$ cat config.mk
export PLATFORM = sky130hd
export DESIGN_NAME = uart_rx_ctrl_flat
export DESIGN_NICKNAME = d
export VERILOG_FILES = /design/src/rtl/uart_rx_ctrl_if.sv /design/src/rtl/uart_rx_ctrl.sv /design/src/flat_wrapper.sv
export SDC_FILE = /design/constraint.sdc
export NUM_CORES = 1
export LEC_CHECK = 0
export ABC_AREA = 1
export CORE_AREA = 2 2 64 66
export DETAILED_ROUTE_END_ITERATION = 10
export DIE_AREA = 0 0 66 68
export GPL_TIMING_DRIVEN = 0
export SLEW_MARGIN = 20
export SYNTH_ARGS = -nofsm -noshare
export SYNTH_HDL_FRONTEND = slang
export SYNTH_SLANG_ARGS = --single-unit
$ cat constraint.sdc
create_clock -name clk -period 4.04 [get_ports clk]
set_clock_uncertainty 0.1 [all_clocks]
set_input_delay 0.606 -clock clk [delete_from_list [all_inputs] [get_ports clk]]
set_output_delay 0.606 -clock clk [all_outputs]
set_load 0.01 [all_outputs]
$ cat src/rtl/uart_rx_ctrl_if.sv
// Signal bundle between the UART receive sequencer, the shared baud tick
// generator and the byte-level consumer.
interface uart_rx_ctrl_if #(
  parameter int DATA_BITS = 8
);
  logic                 rx;
  logic                 baud_tick;
  logic                 baud_en;
  logic                 baud_align;
  logic [DATA_BITS-1:0] data_out;
  logic                 data_valid;
  logic                 frame_err;
  logic                 busy;

  modport slave (
    input  rx,
    input  baud_tick,
    output baud_en,
    output baud_align,
    output data_out,
    output data_valid,
    output frame_err,
    output busy
  );

  modport master (
    output rx,
    output baud_tick,
    input  baud_en,
    input  baud_align,
    input  data_out,
    input  data_valid,
    input  frame_err,
    input  busy
  );
endinterface

$ cat src/rtl/uart_rx_ctrl.sv
// Receive-side sequencer: qualifies the start bit at mid-bit, aligns the shared
// baud generator to bit centres, shifts data in LSB-first and checks the stop bit.
module uart_rx_ctrl #(
  parameter int CLK_FREQ_HZ = 1_600_000,
  parameter int BAUD_RATE   = 100_000,
  parameter int DATA_BITS   = 8,
  parameter int SYNC_STAGES = 2
) (
  input  logic          clk,
  input  logic          rst,
  uart_rx_ctrl_if.slave bus
);

  localparam int DIVISOR = CLK_FREQ_HZ / BAUD_RATE;
  localparam int HALF    = DIVISOR / 2;
  localparam int HCNT_W  = (HALF > 1) ? $clog2(HALF) : 1;
  localparam int BIDX_W  = $clog2(DATA_BITS + 1);

  localparam logic [HCNT_W-1:0] HALF_M1   = HCNT_W'(HALF - 1);
  localparam logic [BIDX_W-1:0] LAST_BIT  = BIDX_W'(DATA_BITS - 1);

  typedef enum logic [1:0] {
    IDLE  = 2'd0,
    START = 2'd1,
    DATA  = 2'd2,
    STOP  = 2'd3
  } state_t;

  state_t               state_q, state_d;
  logic [SYNC_STAGES-1:0] sync_q;
  logic                 rx_s;

  logic [HCNT_W-1:0]    hcnt_q, hcnt_d;
  logic [BIDX_W-1:0]    bidx_q, bidx_d;
  logic [DATA_BITS-1:0] shift_q, shift_d;
  logic [DATA_BITS-1:0] data_q, data_d;
  logic                 armed_q, armed_d;
  logic                 valid_q, valid_d;
  logic                 err_q, err_d;
  logic                 align_q, align_d;
  logic                 en_q, en_d;
  logic                 busy_q, busy_d;

  // Metastability chain; presets high so reset looks like an idle line.
  always_ff @(posedge clk or posedge rst) begin
    if (rst) begin
      sync_q <= '1;
    end else begin
      sync_q <= {sync_q[SYNC_STAGES-2:0], bus.rx};
    end
  end

  assign rx_s = sync_q[SYNC_STAGES-1];

  always_ff @(posedge clk or posedge rst) begin
    if (rst) begin
      state_q <= IDLE;
      hcnt_q  <= '0;
      bidx_q  <= '0;
      shift_q <= '0;
      data_q  <= '0;
      armed_q <= 1'b1;
      valid_q <= 1'b0;
      err_q   <= 1'b0;
      align_q <= 1'b0;
      en_q    <= 1'b0;
      busy_q  <= 1'b0;
    end else begin
      state_q <= state_d;
      hcnt_q  <= hcnt_d;
      bidx_q  <= bidx_d;
      shift_q <= shift_d;
      data_q  <= data_d;
      armed_q <= armed_d;
      valid_q <= valid_d;
      err_q   <= err_d;
      align_q <= align_d;
      en_q    <= en_d;
      busy_q  <= busy_d;
    end
  end

  always_comb begin
    state_d = state_q;
    hcnt_d  = hcnt_q;
    bidx_d  = bidx_q;
    shift_d = shift_q;
    data_d  = data_q;
    armed_d = armed_q;
    valid_d = 1'b0;
    err_d   = 1'b0;
    align_d = 1'b0;
    en_d    = 1'b0;

    case (state_q)
      IDLE: begin
        // After a framing error the line must return high before re-arming,
        // otherwise a held break would retrigger forever.
        if (!armed_q) begin
          if (rx_s) armed_d = 1'b1;
        end else if (!rx_s) begin
          state_d = START;
          hcnt_d  = '0;
        end
      end

      START: begin
        hcnt_d = hcnt_q + 1'b1;
        if (hcnt_q == HALF_M1) begin
          if (!rx_s) begin
            align_d = 1'b1;
            en_d    = 1'b1;
            bidx_d  = '0;
            state_d = DATA;
          end else begin
            state_d = IDLE;
          end
        end
      end

      DATA: begin
        en_d = 1'b1;
        if (bus.baud_tick) begin
          shift_d = {rx_s, shift_q[DATA_BITS-1:1]};
          bidx_d  = bidx_q + 1'b1;
          if (bidx_q == LAST_BIT) state_d = STOP;
        end
      end

      STOP: begin
        en_d = 1'b1;
        if (bus.baud_tick) begin
          en_d    = 1'b0;
          state_d = IDLE;
          if (rx_s) begin
            data_d  = shift_q;
            valid_d = 1'b1;
          end else begin
            err_d   = 1'b1;
            armed_d = 1'b0;
          end
        end
      end

      default: state_d = IDLE;
    endcase

    busy_d = (state_d != IDLE);
  end

  assign bus.baud_en    = en_q;
  assign bus.baud_align = align_q;
  assign bus.data_out   = data_q;
  assign bus.data_valid = valid_q;
  assign bus.frame_err  = err_q;
  assign bus.busy       = busy_q;

endmodule

$ cat src/flat_wrapper.sv
// flat-port wrapper written by rule: the top's interface ports become plain ports
module uart_rx_ctrl_flat 
#(
  parameter int CLK_FREQ_HZ = 1_600_000,
  parameter int BAUD_RATE   = 100_000,
  parameter int DATA_BITS   = 8,
  parameter int SYNC_STAGES = 2
)
  (clk, rst, bus_rx, bus_baud_tick, bus_baud_en, bus_baud_align, bus_data_out, bus_data_valid, bus_frame_err, bus_busy);
  uart_rx_ctrl_if #(.DATA_BITS(DATA_BITS)) bus_i ();
  input  logic clk;
  input  logic rst;
  input wire logic [$bits(bus_i.rx)-1:0] bus_rx;
  input wire logic [$bits(bus_i.baud_tick)-1:0] bus_baud_tick;
  output wire logic [$bits(bus_i.baud_en)-1:0] bus_baud_en;
  output wire logic [$bits(bus_i.baud_align)-1:0] bus_baud_align;
  output wire logic [$bits(bus_i.data_out)-1:0] bus_data_out;
  output wire logic [$bits(bus_i.data_valid)-1:0] bus_data_valid;
  output wire logic [$bits(bus_i.frame_err)-1:0] bus_frame_err;
  output wire logic [$bits(bus_i.busy)-1:0] bus_busy;
  assign bus_i.rx = bus_rx;
  assign bus_i.baud_tick = bus_baud_tick;
  assign bus_baud_en = bus_i.baud_en;
  assign bus_baud_align = bus_i.baud_align;
  assign bus_data_out = bus_i.data_out;
  assign bus_data_valid = bus_i.data_valid;
  assign bus_frame_err = bus_i.frame_err;
  assign bus_busy = bus_i.busy;
  uart_rx_ctrl #(.CLK_FREQ_HZ(CLK_FREQ_HZ), .BAUD_RATE(BAUD_RATE), .DATA_BITS(DATA_BITS), .SYNC_STAGES(SYNC_STAGES)) u_core (.clk(clk), .rst(rst), .bus(bus_i));
endmodule
**Yosys cells after proc, flatten, opt, wreduce, memory -nomap -nowiden**

Cells that the tools add are included.

- Bits in registers: 33
- Output and inout port bits: 13
- Logic and storage cells: 65

- Add/subtract/negate cells: 2
- Equality and inequality tests: 12
- Mux-type cells: 29
- Reduce and logical (&&, ||, !) cells: 10

Operators with widths:

| operator | number |
|---|---|
| 2-bit two-way mux | 7 |
| 1-bit two-way mux | 12 |
| 4-bit two-way mux | 3 |
| 2-bit != test (second input constant) | 5 |
| 3-bit AND reduction | 3 |
| 2-bit case mux with 4 select lines | 1 |
| 4-bit case mux with 2 select lines | 1 |
| 2-bit nonzero test | 4 |
| 3-bit two-way mux | 2 |
| 3-bit case mux with 2 select lines | 1 |
| 4-bit by 1-bit adder with 4-bit output (second input constant) | 1 |
| 2-bit == test (second input constant) | 2 |
| 4-bit by 3-bit == test with 1-bit output (second input constant) | 1 |
| 2-bit by 1-bit != test with 1-bit output (second input constant) | 2 |
| 4-bit AND reduction | 1 |
| 3-bit by 1-bit adder with 3-bit output (second input constant) | 1 |
| 3-bit == test (second input constant) | 1 |
| 1-bit case mux with 3 select lines | 1 |
| 2-bit by 1-bit == test with 1-bit output (second input constant) | 1 |
| 2-bit logical NOT | 1 |
| 1-bit case mux with 2 select lines | 1 |
| 2-bit AND reduction | 1 |

**Logic depth before layout (Yosys ltp)**

Gate-level depths: netlist of run 1.

- Depth in word-level cells: 5
- Gate-level depth with buffers: 8
- Depth with buffers taken out: 8

**Least setup slack after synthesis of run 1**

OpenSTA, ideal clock, no wires.

- Path kind: input to register
- Start: input port bus_baud_tick
- End: register u_core.data_q[1], in the netlist u_core.bus.data_out[1]
- Library setup time: 0.126 ns
- Arrival time: 1.147 ns
- Required time: 3.814 ns
- Path slack: 2.667 ns
- Stages: 4
- Cell sequence: inv_2 > nor3_4 > buf_6 > o21ai_0

- Longest elaborated chain between the ends: 1

RTL lines:

| element | RTL line | RTL |
|---|---|---|
| from (decl) | flat_wrapper.sv:14 | `input wire logic [$bits(bus_i.baud_tick)-1:0] bus_baud_tick;` |
| 3-bit AND reduction (no source line) | n/a |  |
| to (signal assigned) | uart_rx_ctrl.sv:73 | `data_q <= data_d;` |
| to (decl) | uart_rx_ctrl.sv:36 | `logic [DATA_BITS-1:0] data_q, data_d;` |

Every way passes these cells.
A chain may end at the register's enable or synchronous reset.

**Worst setup path in the final report of run 1**

- Start: register u_core.data_q[5], in the netlist u_core.bus.data_out[5]
- End: output port bus_data_out[5]

RTL lines:

| element | RTL line | RTL |
|---|---|---|
| to (decl) | flat_wrapper.sv:17 | `output wire logic [$bits(bus_i.data_out)-1:0] bus_data_out;` |

No word-level cell between the ends.

==> impl_metrics.py, run 1 <==
metrics = {
    "status": {
        "status": "finished clean",
    },
    "clocking": {
        "cts_buffer_depth": 2,
        "root_buffer": "clkbuf_8",
        "cts_buffers": 5,
        "cts_hold_buffers": 0,
        "cts.htree.levels": 2,
        "clk_latency_ns": 0.28,
        "cts_tree": "done",
        "cts_setup_buffers": 0,
        "clkTransAtPathRegs_ns": 0.06,
        "post_cts_resized": 0,
        "cts_sinks": 33,
    },
    "drt": {
        "ant_nets": 0,
        "first_iter_violations": 34,
        "drtPass1Iterations": 4,
        "wl_per_cell_um": 10.38,
        "wl_um": 2324,
        "vias_per_cell": 4.429,
        "vias": 992,
        "drc": 0,
    },
    "timing": {
        "max_slew_margin": 0.5563,
        "finalCriticalPeriod_ns": 1.867,
        "min_period_over_period": 0.4621,
        "final-hold-violation-count": 0,
        "max_freq_mhz": 535.7,
        "worst_pin_slew_ns": 0.6646,
        "setup_ws_ns": 2.173,
        "tns_ns": 0,
        "slew_violations": 0,
        "setup_viol": 0,
        "grt_setup_unrepaired": "no",
    },
    "synth": {
        "yosysMostFrequentCell": "nand2_1",
        "synth-xor-area-share": 0,
        "yosysTopAreaCellShare": 0.5510,
        "synth_edf_count": 0,
        "netlist_instances": 150,
        "synth_common_cells": "53 x nand2_1, 30 x dfrtp_1, 19 x inv_1",
        "synth_area_leaders": "dfrtp_1 55%, nand2_1 15%, dfstp_2 5.8%",
        "synthSimpleGateAreaFrac": 0.2351,
        "synth_top_family_by_area": "simple AND/OR/NAND/NOR gates",
        "synth_top_cell_by_area": "dfrtp_1",
        "syn_area_per_cell_um2": 9.084,
        "synthAdderAreaFrac": 0.02755,
        "ys.flop_type": "dfrtp_1",
        "synth_seq_area_share": 0.6088,
        "synth_compound_area_frac": 0.05051,
        "synth_seq_cells": 33,
        "syn_area_um2": 1363,
        "muxShareOfSynthArea": 0,
        "syn-num-nets": 157,
        "yosys_warnings": 0,
        "async_flop_share": 1.000,
        "synth_cell_types": 20,
    },
    "die": {
        "rows": 23,
        "die_area_um2": 4488,
        "io_pins": 17,
        "die_x_um": 66,
        "die_h_um": 68,
        "start_util": 0.3533,
        "core_um2": 3856,
    },
    "place": {
        "place_congestion": 0.7961,
        "place_hpwl_um": 1694,
        "preCtsSetupSlack_ns": 1.943,
        "dp_cells": 216,
        "portBuffers": 16,
    },
    "setup_path": {
        "critPathLaunchType": "flop",
        "crit_buf_inv": 1,
        "critPathMaxStageDelay_ns": 0.54,
        "path_class": "reg2out",
        "crit_chain": "clkdlybuf4s50_1",
        "crit_path_max_fanout": 2,
        "path_delay_family": "buffers and inverters",
        "crit_arrival_ns": 1.16,
        "crit_path_end_kind": "output pin",
        "critPathRequiredTime_ns": 3.33,
        "slowest_stage": "clkdlybuf4s50_1",
    },
    "cells_and_area": {
        "layout.nets": 180,
        "n_antenna_cell": 0,
        "multi_input_area_um2": 426.7,
        "drive_above_1_share": 0.1149,
        "register_area_um2": 829.5,
        "finalNonFillerCells": 224,
        "utilization": 0.4325,
        "syn_to_final_growth_pct": 22.41,
        "n_fill_cell": 394,
    },
    "power": {
        "p_seq_frac": 0.477,
        "ir_drop_mv": 0.2491,
        "p_comb_frac": 0.316,
        "power.density_nw_per_um2": 667.4,
        "p_sw_uw": 364.9,
        "p_total_mw": 1.113,
        "power_frac_clock": 0.207,
        "p_leak_nw": 0.8386,
        "p_sw_frac": 0.3279,
        "intPower_uw": 748.2,
    },
    "global_routing": {
        "grt_use_total": 0.1308,
        "grt_pass1_vias": 1018,
        "globalRouteMet1Util": 0.1254,
        "met2_usage": 0.2361,
        "grt_pass1_wl_um": 4215,
        "grt_util_met3": 0.05428,
        "busiest_layer": "met2",
        "grt_start_max_net_pins": 34,
        "antenna_found_initial": 0,
        "grt-ovfl-total": 0,
    },
    "job": {
        "drv_cap": 0,
    },
    "min_path": {
        "min_path_type": "reg2reg",
    },
}
-- sequential cells by signal (all words and copies together), names as in the netlist --
| name | cells |
|---|---|
| u_core.bus.frame_err | 1 |
| u_core.bus.busy | 1 |
| u_core.bus.data_valid | 1 |
| u_core.sync_q | 2 |
| u_core.shift_q | 8 |
| u_core.state_q | 2 |
| u_core.bus.data_out | 8 |
| u_core.hcnt_q | 3 |
| u_core.armed_q | 1 |
| u_core.bus.baud_align | 1 |
| u_core.bus.baud_en | 1 |
| u_core.bidx_q | 4 |
-- logic make-up after synthesis --
logic type	Yosys count
AND/OR/NAND/NOR	76
flip-flops	33
adder cells (fa/ha/maj)	3
buffers and inverters	25
AO/OA/AOI/OAI	13
-- power groups by stage --
stage | logic (mW) | clock network [mW] | registers [mW]
finish | 0.352 | 0.230 | 0.531
global route | 0.407 | 0.261 | 0.547
CTS | 0.360 | 0.243 | 0.534
detailed placement | 0.358 | 0 | 0.540
global placement | 0.342 | 0 | 0.530
floorplan | 0.193 | 0 | 0.547
-- final timing paths --
| check | start | to | slack [ns] | cells after the start |
|---|---|---|---|---|
| setup / recovery | u_core.bus.data_out[5]$_DFFE_PP0P_ | bus_data_out[5] | 2.17 | 1 |
| hold / removal | u_core.sync_q[0]$_DFF_PP1_ | u_core.sync_q[1]$_DFF_PP1_ | 0.26 | 0 |
| setup reg to reg | u_core.hcnt_q[0]$_DFFE_PP0P_ | u_core.bus.busy$_DFF_PP0_ | 2.51 | 8 |
| hold reg to reg | u_core.sync_q[0]$_DFF_PP1_ | u_core.sync_q[1]$_DFF_PP1_ | 0.26 | 0 |
| max in group asynchronous | rst | u_core.bus.baud_en$_DFF_PP0_ | 2.77 | 2 |
| min in group asynchronous | rst | u_core.bus.data_out[7]$_DFFE_PP0P_ | 0.64 | 2 |
-- layer usage --
metal	vias to the layer above	share of wire
met5	-	0
met2	19	0.52
met3	5	0.052
met4	0	0.028
li1	505	-
met1	463	0.40
-- cell usage in the layout, fill, tap and decap left out --
cell type,instances
a31oi_1,1
buf_2,1
buf_4,1
buf_6,1
clkbuf_1,1
clkbuf_8,5
clkdlybuf4s50_1,16
clkinv_2,2
dfrtp_1,30
dfstp_2,3
ha_1,3
inv_1,18
inv_2,4
nand2_1,53
nand2_2,1
nand3_1,9
nand4_1,2
nor2_1,8
nor2_2,1
nor3_1,1
nor3_4,1
o21ai_0,10
o21ai_1,1
o21bai_1,1
-- metrics by stage --
stage,hold slack [ns],instance area (um^2)
floorplan,0.2452,1363
global placement,0.2460,1585
detailed placement,0.2507,1585
CTS,0.2601,1668
global route,0.2679,1668
finish,0.2585,1668
-- worst register-to-register path, cell delays in order (launching register included) --
cell     delay [ns]
dfrtp_1        0.39
ha_1           0.21
ha_1           0.20
inv_1          0.06
nor2_1         0.03
nand2_1        0.17
nand3_1        0.13
inv_1          0.07
nand2_1        0.05
-- cell type report --
| class | count | area share |
|---|---|---|
| flip-flops and latches | 33 | 0.4974 |
| multi-input cells | 92 | 0.2558 |
| repair buffers | 16 | 0.09602 |
| inverters | 22 | 0.04951 |
| clock buffers | 6 | 0.04351 |
| well taps | 50 | 0.03751 |
| plain buffers | 3 | 0.01425 |
| clock inverters | 2 | 0.006001 |
Power figures use the tool's default switching activity.
==> run 2: changes to the inputs <==
==> constraint.sdc (replaced) <==
create_clock -name clk -period 1.7 [get_ports clk]
set_clock_uncertainty 0.1 [all_clocks]
set_input_delay 0.255 -clock clk [delete_from_list [all_inputs] [get_ports clk]]
set_output_delay 0.255 -clock clk [all_outputs]
set_load 0.01 [all_outputs]
==> results of run 2 <==
The final DEF is identical to that of run 1. Status: finished clean.
Among the figures that moved: setup slack after placement 1.943 ns -> -0.04640 ns; setup slack after layout 2.173 ns -> 0.1732 ns; start point of the critical path u_core.bus.data_out[5]$_DFFE_PP0P_ -> u_core.hcnt_q[0]$_DFFE_PP0P_; end point of the critical path bus_data_out[5] -> u_core.bus.busy$_DFF_PP0_; register-to-register setup slack 2.51 ns -> 0.17 ns; total power 1.113 mW -> 2.645 mW; worst IR drop on VDD 0.2491 mV -> 0.5920 mV
